[src/rtl/l1_l2_request_arbiter.sv]
// Round-robin arbiter from the icache/dcache miss queues and the store queue
// into a single registered, credit-limited L2 request packet.
module l1_l2_request_arbiter #(
    parameter int L2_CREDITS = 4,
    parameter int ADDR_WIDTH = 26,
    parameter int IDX_WIDTH  = 2,
    parameter int LINE_BITS  = 512,
    parameter int MASK_BITS  = 64
) (
    input  logic                  clk,
    input  logic                  reset_n,
    input  logic                  ic_dequeue_ready,
    input  logic [ADDR_WIDTH-1:0] ic_dequeue_addr,
    input  logic [IDX_WIDTH-1:0]  ic_dequeue_idx,
    output logic                  ic_dequeue_ack,
    input  logic                  dc_dequeue_ready,
    input  logic [ADDR_WIDTH-1:0] dc_dequeue_addr,
    input  logic [IDX_WIDTH-1:0]  dc_dequeue_idx,
    input  logic                  dc_dequeue_synchronized,
    output logic                  dc_dequeue_ack,
    input  logic                  sq_dequeue_ready,
    input  logic [ADDR_WIDTH-1:0] sq_dequeue_addr,
    input  logic [IDX_WIDTH-1:0]  sq_dequeue_idx,
    input  logic                  sq_dequeue_synchronized,
    input  logic                  sq_dequeue_flush,
    input  logic [LINE_BITS-1:0]  sq_dequeue_data,
    input  logic [MASK_BITS-1:0]  sq_dequeue_mask,
    output logic                  sq_dequeue_ack,
    output logic                  l2_request_valid,
    input  logic                  l2_request_ready,
    output logic [1:0]            l2_request_unit,
    output logic [2:0]            l2_request_type,
    output logic [IDX_WIDTH-1:0]  l2_request_idx,
    output logic [ADDR_WIDTH-1:0] l2_request_addr,
    output logic [LINE_BITS-1:0]  l2_request_data,
    output logic [MASK_BITS-1:0]  l2_request_mask,
    input  logic                  l2_credit_return,
    output logic [3:0]            credits_available
);

    localparam logic [3:0] CREDIT_MAX = 4'(L2_CREDITS);
    localparam logic [2:0] T_LOAD       = 3'd0;
    localparam logic [2:0] T_LOAD_SYNC  = 3'd1;
    localparam logic [2:0] T_STORE      = 3'd2;
    localparam logic [2:0] T_STORE_SYNC = 3'd3;
    localparam logic [2:0] T_FLUSH      = 3'd4;

    logic [2:0]            req;
    logic [1:0]            rr_ptr;
    logic [1:0]            winner;
    logic [1:0]            ptr_next;
    logic                  can_capture;
    logic                  capture;
    logic [2:0]            nxt_type;
    logic [IDX_WIDTH-1:0]  nxt_idx;
    logic [ADDR_WIDTH-1:0] nxt_addr;
    logic [LINE_BITS-1:0]  nxt_data;
    logic [MASK_BITS-1:0]  nxt_mask;

    assign req = {sq_dequeue_ready, dc_dequeue_ready, ic_dequeue_ready};

    // Capture needs a free output slot (empty or draining now) and a credit.
    assign can_capture = reset_n
                       && (!l2_request_valid || l2_request_ready)
                       && (credits_available != 4'd0);
    assign capture = can_capture && (|req);

    always_comb begin
        winner = 2'd0;
        unique case (rr_ptr)
            2'd1: winner = req[1] ? 2'd1 : (req[2] ? 2'd2 : 2'd0);
            2'd2: winner = req[2] ? 2'd2 : (req[0] ? 2'd0 : 2'd1);
            default: winner = req[0] ? 2'd0 : (req[1] ? 2'd1 : 2'd2);
        endcase
    end

    assign ptr_next = (winner == 2'd2) ? 2'd0 : winner + 2'd1;

    assign ic_dequeue_ack = capture && (winner == 2'd0);
    assign dc_dequeue_ack = capture && (winner == 2'd1);
    assign sq_dequeue_ack = capture && (winner == 2'd2);

    always_comb begin
        nxt_type = T_LOAD;
        nxt_idx  = ic_dequeue_idx;
        nxt_addr = ic_dequeue_addr;
        nxt_data = '0;
        nxt_mask = '0;
        unique case (winner)
            2'd1: begin
                nxt_type = dc_dequeue_synchronized ? T_LOAD_SYNC : T_LOAD;
                nxt_idx  = dc_dequeue_idx;
                nxt_addr = dc_dequeue_addr;
            end
            2'd2: begin
                nxt_idx  = sq_dequeue_idx;
                nxt_addr = sq_dequeue_addr;
                if (sq_dequeue_flush) begin
                    nxt_type = T_FLUSH;
                end else begin
                    nxt_type = sq_dequeue_synchronized ? T_STORE_SYNC : T_STORE;
                    nxt_data = sq_dequeue_data;
                    nxt_mask = sq_dequeue_mask;
                end
            end
            default: ;
        endcase
    end

    always_ff @(posedge clk or negedge reset_n) begin
        if (!reset_n) begin
            l2_request_valid <= 1'b0;
            l2_request_unit  <= '0;
            l2_request_type  <= '0;
            l2_request_idx   <= '0;
            l2_request_addr  <= '0;
            l2_request_data  <= '0;
            l2_request_mask  <= '0;
            rr_ptr           <= 2'd0;
        end else if (capture) begin
            l2_request_valid <= 1'b1;
            l2_request_unit  <= winner;
            l2_request_type  <= nxt_type;
            l2_request_idx   <= nxt_idx;
            l2_request_addr  <= nxt_addr;
            l2_request_data  <= nxt_data;
            l2_request_mask  <= nxt_mask;
            rr_ptr           <= ptr_next;
        end else if (l2_request_ready) begin
            l2_request_valid <= 1'b0;
        end
    end

    // Credits are consumed at capture so a held packet already owns one.
    always_ff @(posedge clk or negedge reset_n) begin
        if (!reset_n) begin
            credits_available <= CREDIT_MAX;
        end else begin
            unique case ({capture, l2_credit_return})
                2'b10: credits_available <= credits_available - 4'd1;
                2'b01: if (credits_available != CREDIT_MAX)
                    credits_available <= credits_available + 4'd1;
                default: ;
            endcase
        end
    end

`ifndef SYNTHESIS
    credit_overflow: assert property (@(posedge clk) disable iff (!reset_n)
        !(l2_credit_return && credits_available == CREDIT_MAX));
`endif

endmodule

[config.mk]
export PLATFORM = sky130hd
export DESIGN_NAME = l1_l2_request_arbiter
export DESIGN_NICKNAME = d
export VERILOG_FILES = /design/src/rtl/l1_l2_request_arbiter.sv
export SDC_FILE = /design/constraint.sdc
export NUM_CORES = 1
export LEC_CHECK = 0
export ABC_AREA = 1
export CORE_AREA = 2 2 500 502
export CTS_CLUSTER_SIZE = 24
export DETAILED_ROUTE_END_ITERATION = 12
export DIE_AREA = 0 0 502 504
export GPL_TIMING_DRIVEN = 1
export PLACE_DENSITY = 0.4
export SLEW_MARGIN = 20
export SYNTH_ARGS = -nofsm -noshare
export SYNTH_HDL_FRONTEND = slang
export SYNTH_SLANG_ARGS = --single-unit
[constraint.sdc]
create_clock -name clk -period 3.1 [get_ports clk]
set_input_delay 0.465 -clock clk [delete_from_list [all_inputs] [get_ports clk]]
set_output_delay 0.465 -clock clk [all_outputs]
set_load 0.005 [all_outputs]
==> reports/metrics.yaml, run 1 <==
hold_class: "primary input to flop"
r2r-start: "rr_ptr[0]$_DFFE_PN0P_"
seq_area_frac_synth: 0.546
ir_drop_v: 0.000399
io_buffers: 1286
die_y_um: 504
grt_use_total: 0.131
final_cells: 7494
synth-simple-area-share: 0.368
powerDensity_nw_per_um2: 641
p_leak_nw: 20.7
grt_max_degree: 124
crit_fanout: 3
yosysWarnings: 0
hold_path_depth: 3
cts.htree.levels: 3
drtIter0Drc: 1517
rr_worst_depth: 14
hold_start: "sq_dequeue_data[453]"
die_x_um: 502
dieArea_um2: 253000
drc: 0
synth_common_cells: "nand2_1, dfrtp_1, nand3_2, nand3_1, buf_2"
max_freq_ghz: 0.340
worstSetupPathType: "flop to output pin"
yosysTopAreaCell: "dfrtp_1"
grt_pass1_vias: 26300
path_clk_slew_ns: 0.06
seq_area_um2: 15400
crit_required_ns: 2.63
ys.flop_type: "dfrtp_1"
fin_worst_skew_ns: 0.0483
fp.coreArea_um2: 248000
reg2reg_slack_ns: 0.57
synthTopCellsByArea: "dfrtp_1, nand3_2, nand2_1"
clock_latency_ns: 0.73
dr_total_vias: 25500
areaGrowthSynthToFinish_pct: 68.7
worst_pin_slew_ns: 1.08
place_area_um2: 44700
via_per_inst: 3.40
wl_um: 172000
hold-path-endpoint: "l2_request_data[453]$_DFFE_PN0P_"
netlist_instances: 2814
io_pins: 1287
synthMuxAreaShare: 0
cap_violations: 0
post-route-period-util: 0.948
synthXorXnorAreaFrac: 0.000621
synth-compound-area-share: 0.0129
synth_adder_area_share: 0.00470
hpwlAfterDp_um: 136000
ys_types: 27
cp-end-kind: "output pin"
netlist.area_leader.share: 0.545
wl_per_cell_um: 22.9
grt.overflow.total: 0
rsz0062_at_grt: "no"
grt_pass1_wl_um: 232000
synth_area_um2: 28200
setup_viol: 0
arrival_ns: 2.47
slew_headroom: 0.280
whs_ns: 0.294
num_rows: 183
cts.sinks: 616
drive_above_1_share: 0.185
status: "complete, no violations"
synth_edf_count: 0
numCtsBuffers: 86
critPathLaunchType: "flop"
synth_top_family_by_area: "simple AND/OR/NAND/NOR gates"
postSynthNetCount: 3494
fill_cells: 27400
slew_violations: 0
detail-route-antenna-nets: 0
post-route-cell-area_um2: 47600
antenna_found_initial: 80
first_pass_iters: 4
multi_input_area_um2: 10900
avgSynthCellArea_um2: 10.0
async_flop_share: 1.00
nets: 4772
clk_path_buf_depth: 3
cts-root-buf: "clkbuf_16"
dpl.cell_count: 7330
globalplace.congestion: 0.851
synthMostInstantiatedCell: "nand2_1"
synth_seq_cells: 616
cts_tree: "built"
final_hold_viol_count: 0
initial_utilization: 0.114
timing.rr.end: "l2_request_data[105]$_DFFE_PN0P_"
min_period_ns: 2.94
==> flip-flops by register name, summed over array words and instances, names as in the netlist <==
register,cells
l2_request_data,512
credits_available,4
l2_request_idx,2
l2_request_type,3
l2_request_addr,26
l2_request_mask,64
l2_request_valid,1
rr_ptr,2
l2_request_unit,2
==> where the power goes <==
group | internal (mW) | leakage [nW] | switching, mW
Clock | 5.88 | 1.40 | 4.36
Combinational | 4.62 | 10.8 | 5.09
Sequential | 9.53 | 8.47 | 1.02
==> final cells by class <==
cell class | count | area share
flip-flops and latches | 616 | 0.324
repair buffers | 1400 | 0.296
multi-input cells | 1968 | 0.230
well taps | 3330 | 0.0876
clock buffers | 130 | 0.0546
clock inverters | 22 | 0.00542
inverters | 20 | 0.00229
diodes | 8 | 0.000421
==> worst max-delay path: stages, from the launching register on <==
cell and delay [ns]:
dfrtp_1 0.38, buf_4 0.12, ha_1 0.13, inv_1 0.05, o21ai_0 0.16, nand2_1 0.09
o21ai_2 0.08, inv_1 0.10, ha_1 0.21, inv_1 0.05, nor2_1 0.04, buf_4 0.13
dlygate4sd2_1 0.26
==> repair_timing <==
item | in CTS | in global routing
endpoints found under the setup margin | 3 | 3
resized for setup | 7 | 7
hold buffers | 1 | 0
hold endpoints to repair | 43 | 0
pin swaps | 3 | 2
setup buffers | 1 | 2
==> metal layers <==
layer | wire [um] | GRT usage | part of all wire | vias up
li1 | - | - | - | 11700
met1 | 70900 | 0.158 | 0.41 | 12400
met2 | 81100 | 0.220 | 0.47 | 1130
met3 | 15700 | 0.0487 | 0.091 | 261
met4 | 4030 | 0.0325 | 0.023 | 38
met5 | 248 | 0 | 0.0014 | -
==> cell families (layout without fill, tap and decap cells) <==
logic type | Yosys count | after routing
adders and majority gates | 10 | 10
AOI/OAI and AO/OA | 71 | 71
and+or+nand+nor | 1885 | 1885
xor gates and xnor gates | 2 | 2
DFF | 616 | 616
other | 0 | 8
buffers and inverters | 230 | 1572
==> worst max-delay path by stage <==
stage	from	to	slack [ns]	cells after the start
2_1_floorplan	rr_ptr[0]$_DFFE_PN0P_	l2_request_addr[5]$_DFFE_PN0P_	0.75	11
4_1_cts	rr_ptr[0]$_DFFE_PN0P_	sq_dequeue_ack	-0.02	11
5_1_grt	rr_ptr[0]$_DFFE_PN0P_	ic_dequeue_ack	0.004	11
6_report	rr_ptr[0]$_DFFE_PN0P_	ic_dequeue_ack	0.16	12
3_3_place_gp	sq_dequeue_ready	sq_dequeue_ack	-0.37	11
3_5_place_dp	sq_dequeue_ready	sq_dequeue_ack	-0.23	11
==> cells in the final DEF, fill, tap and decap left out, types with 2 or more instances in the layout <==
master,n
buf_12,28
o21ai_0,65
inv_2,3
clkinv_8,3
clkdlybuf4s50_1,1282
nand3_2,501
ha_1,7
clkbuf_1,17
nand3_1,114
nand2_1,1258
clkinv_2,11
o21ai_2,2
buf_4,85
dfrtp_1,615
clkinv_16,4
clkinv_4,2
dlygate4sd2_1,2
clkbuf_16,87
nand2_2,2
inv_1,15
diode_2,8
clkbuf_8,26
xor2_1,2
nand2_4,2
nor2_1,5
a21oi_1,2
==> through the flow <==
| stage | power (mW) | utilization | setup TNS (ns) | setup slack [ns] |
|---|---|---|---|---|
| 6_report | 30.5 | 0.192 | 0 | 0.162 |
| 3_3_place_gp | 20.6 | 0.180 | -34.86 | -0.370 |
| 3_5_place_dp | 20.6 | 0.180 | -6.07 | -0.226 |
| 2_1_floorplan | 14.1 | - | 0 | 0.746 |
| 5_1_grt | 32.3 | 0.192 | 0 | 0.00367 |
| 4_1_cts | 31.3 | 0.192 | -0.0153 | -0.0153 |
Power figures use the tool's default switching activity.
==> run 2: changes to the inputs <==
ABC_CLOCK_PERIOD_IN_PS = 3100   (was default)
REMOVE_ABC_BUFFERS = 1   (was default)
==> run 2 against run 1 <==
- register-to-register slack worse by 0.13 ns
- final area rose by 0.80%
- global-route usage grew 0.43 points
- non-clock buffer count up 5
- critical endpoint is now dc_dequeue_ack
- highest routed layer unchanged
==> reports/metrics.yaml, run 2 (synthesis gave the netlist of run 1 again) <==
status: "complete, no violations"
hpwlAfterDp_um: 141000
p_leak_nw: 20.8
swShare: 0.338
path_clk_slew_ns: 0.06
path_cells: "inv_1 -> ha_1 -> nand2_2 -> nor2_1 -> a31o_2 -> inv_2 -> buf_6 -> ha_4 -> inv_1 -> nor2_4 -> buf_12"
max_freq_ghz: 0.338
grt_use_total: 0.136
nets: 4779
slowest_delay_ns: 0.36
io_pins: 1287
worstSetupPathType: "flop to output pin"
cts_tree: "built"
final_hold_viol_count: 0
largest-register: "l2_request_data"
grt_pass1_wl_um: 236000
crit_fanout: 4
slew_headroom: 0.267
cp_top_family: "adder cells"
multi_input_area_um2: 10900
layout_common_cells: "clkdlybuf4s50_1, nand2_1, dfrtp_1"
power.total_mw: 31.0
globalplace.congestion: 0.897
cts.sinks: 616
slew_violations: 0
powerDensity_nw_per_um2: 646
critPathMostFrequentCell: "inv_1"
initial_utilization: 0.114
dpl.cell_count: 7336
post-route-period-util: 0.953
use_met2: 0.202
dieArea_um2: 253000
numCtsBuffers: 88
grt.overflow.total: 0
antenna_found_initial: 151
die_y_um: 504
min_period_ns: 2.96
grt_pass1_vias: 26300
path_buf_inv: 5
power_frac_seq: 0.339
comb_power_share: 0.315
use_met1: 0.155
cts.htree.levels: 3
fp.coreArea_um2: 248000
areaGrowthSynthToFinish_pct: 70.0
drc: 0
largest_register_ffs: 512
fin_util: 0.194
clock_latency_ns: 0.73
post-route-cell-area_um2: 48000
num_rows: 183
io_buffers: 1286
hold_class: "primary input to async pin"
busiest_layer: "met2"
power.net_switching_mw: 10.5
cpMaxStageDelayCell: "dfrtp_1"
largestRegisters: "l2_request_data x512, l2_request_mask x64, l2_request_addr x26"
drtIter0Drc: 1583
fill_cells: 27300
first_pass_iters: 5
ir_drop_v: 0.000368
fin_worst_skew_ns: 0.0157
layout_commonest_cell: "clkdlybuf4s50_1"
drive_above_1_share: 0.187
power_frac_clock: 0.346
cap_violations: 0
detail-route-antenna-nets: 0
wl_per_cell_um: 23.6
seq_area_um2: 15400
die_x_um: 502
crit_required_ns: 2.63
worst_pin_slew_ns: 1.10
dr_total_vias: 25600
clk_path_buf_depth: 3
wl_um: 178000
use_met3: 0.0848
setup_viol: 0
p_int_mw: 20.5
grt_max_degree: 142
place_area_um2: 44800
final_cells: 7536
arrival_ns: 2.49
cts-root-buf: "clkbuf_16"
via_per_inst: 3.39
cp-end-kind: "output pin"
critPathLaunchType: "flop"
## run 2: cell count changes in the layout (fill, tap and decap cells not counted), sizes merged
cell,previous run,this run
buf,115,121
bufinv,1,7
clkbuf,130,131
diode,8,38
dlygate4sd2,2,0
inv,20,21
## run 2: layer usage
layer	vias to the layer above	part of all wire
li1	11700	-
met1	12200	0.39
met2	1222	0.43
met3	330	0.14
met4	100	0.038
met5	-	0.0037
## run 2: worst paths after layout
path / slack (ns) / from / cells after the start / to
max: 0.14 / rr_ptr[0]$_DFFE_PN0P_ / 11 / dc_dequeue_ack
min: 0.20 / reset_n / 2 / l2_request_idx[0]$_DFFE_PN0P_
max reg2reg: 0.44 / rr_ptr[0]$_DFFE_PN0P_ / 14 / l2_request_data[349]$_DFFE_PN0P_
min reg2reg: 0.47 / l2_request_data[64]$_DFFE_PN0P_ / 2 / l2_request_data[64]$_DFFE_PN0P_
max in group asynchronous: 1.08 / reset_n / 4 / l2_request_data[326]$_DFFE_PN0P_
min in group clk: 0.30 / sq_dequeue_data[476] / 3 / l2_request_data[476]$_DFFE_PN0P_
## run 2: power by group through the flow
stage | Combinational, mW | Clock (mW) | Sequential [mW]
5_1_grt | 10.6 | 11.5 | 10.7
2_1_floorplan | 3.18 | 0 | 10.6
3_3_place_gp | 10.0 | 0 | 10.6
3_5_place_dp | 9.95 | 0 | 10.6
4_1_cts | 10.0 | 11.2 | 10.5
6_report | 9.77 | 10.7 | 10.5
## run 2: layout make-up
type / instances / area share
timing repair buffer: 1405 / 0.297
sequential: 616 / 0.321
multi-input combinational: 1968 / 0.228
clock buffer: 130 / 0.0534
tap: 3330 / 0.0869
antenna: 38 / 0.00198
inverter: 20 / 0.00227
clock inverter: 29 / 0.00916
## run 2: timing repair
item                       CTS  global route
hold buffers                 1             0
setup endpoints to repair    3             3
hold endpoints to repair   162             0
buffers inserted             0             2
pin swaps                    2             3
resized for setup           14             7
## run 2: through the flow
step	setup TNS, ns	hold slack, ns	setup slack [ns]
2_1_floorplan	-7041.95	0.169	-13.31
3_3_place_gp	-28.81	0.359	-0.582
3_5_place_dp	-5.12	0.359	-0.430
4_1_cts	0	0.108	0.00155
5_1_grt	-0.0256	0.188	-0.0198
6_report	0	0.203	0.145
## run 2: worst reg2reg max path, cell delays in order, from the launching register on
cell and delay (ns):
dfrtp_1 0.39, buf_4 0.14, ha_1 0.19, inv_1 0.07
o21ai_1 0.08, nand2_1 0.07, o21ai_2 0.06, inv_1 0.07
ha_2 0.21, nand2_4 0.11, clkinv_16 0.09, buf_4 0.34
buf_4 0.54, nand3_2 0.15, nand2_1 0.10
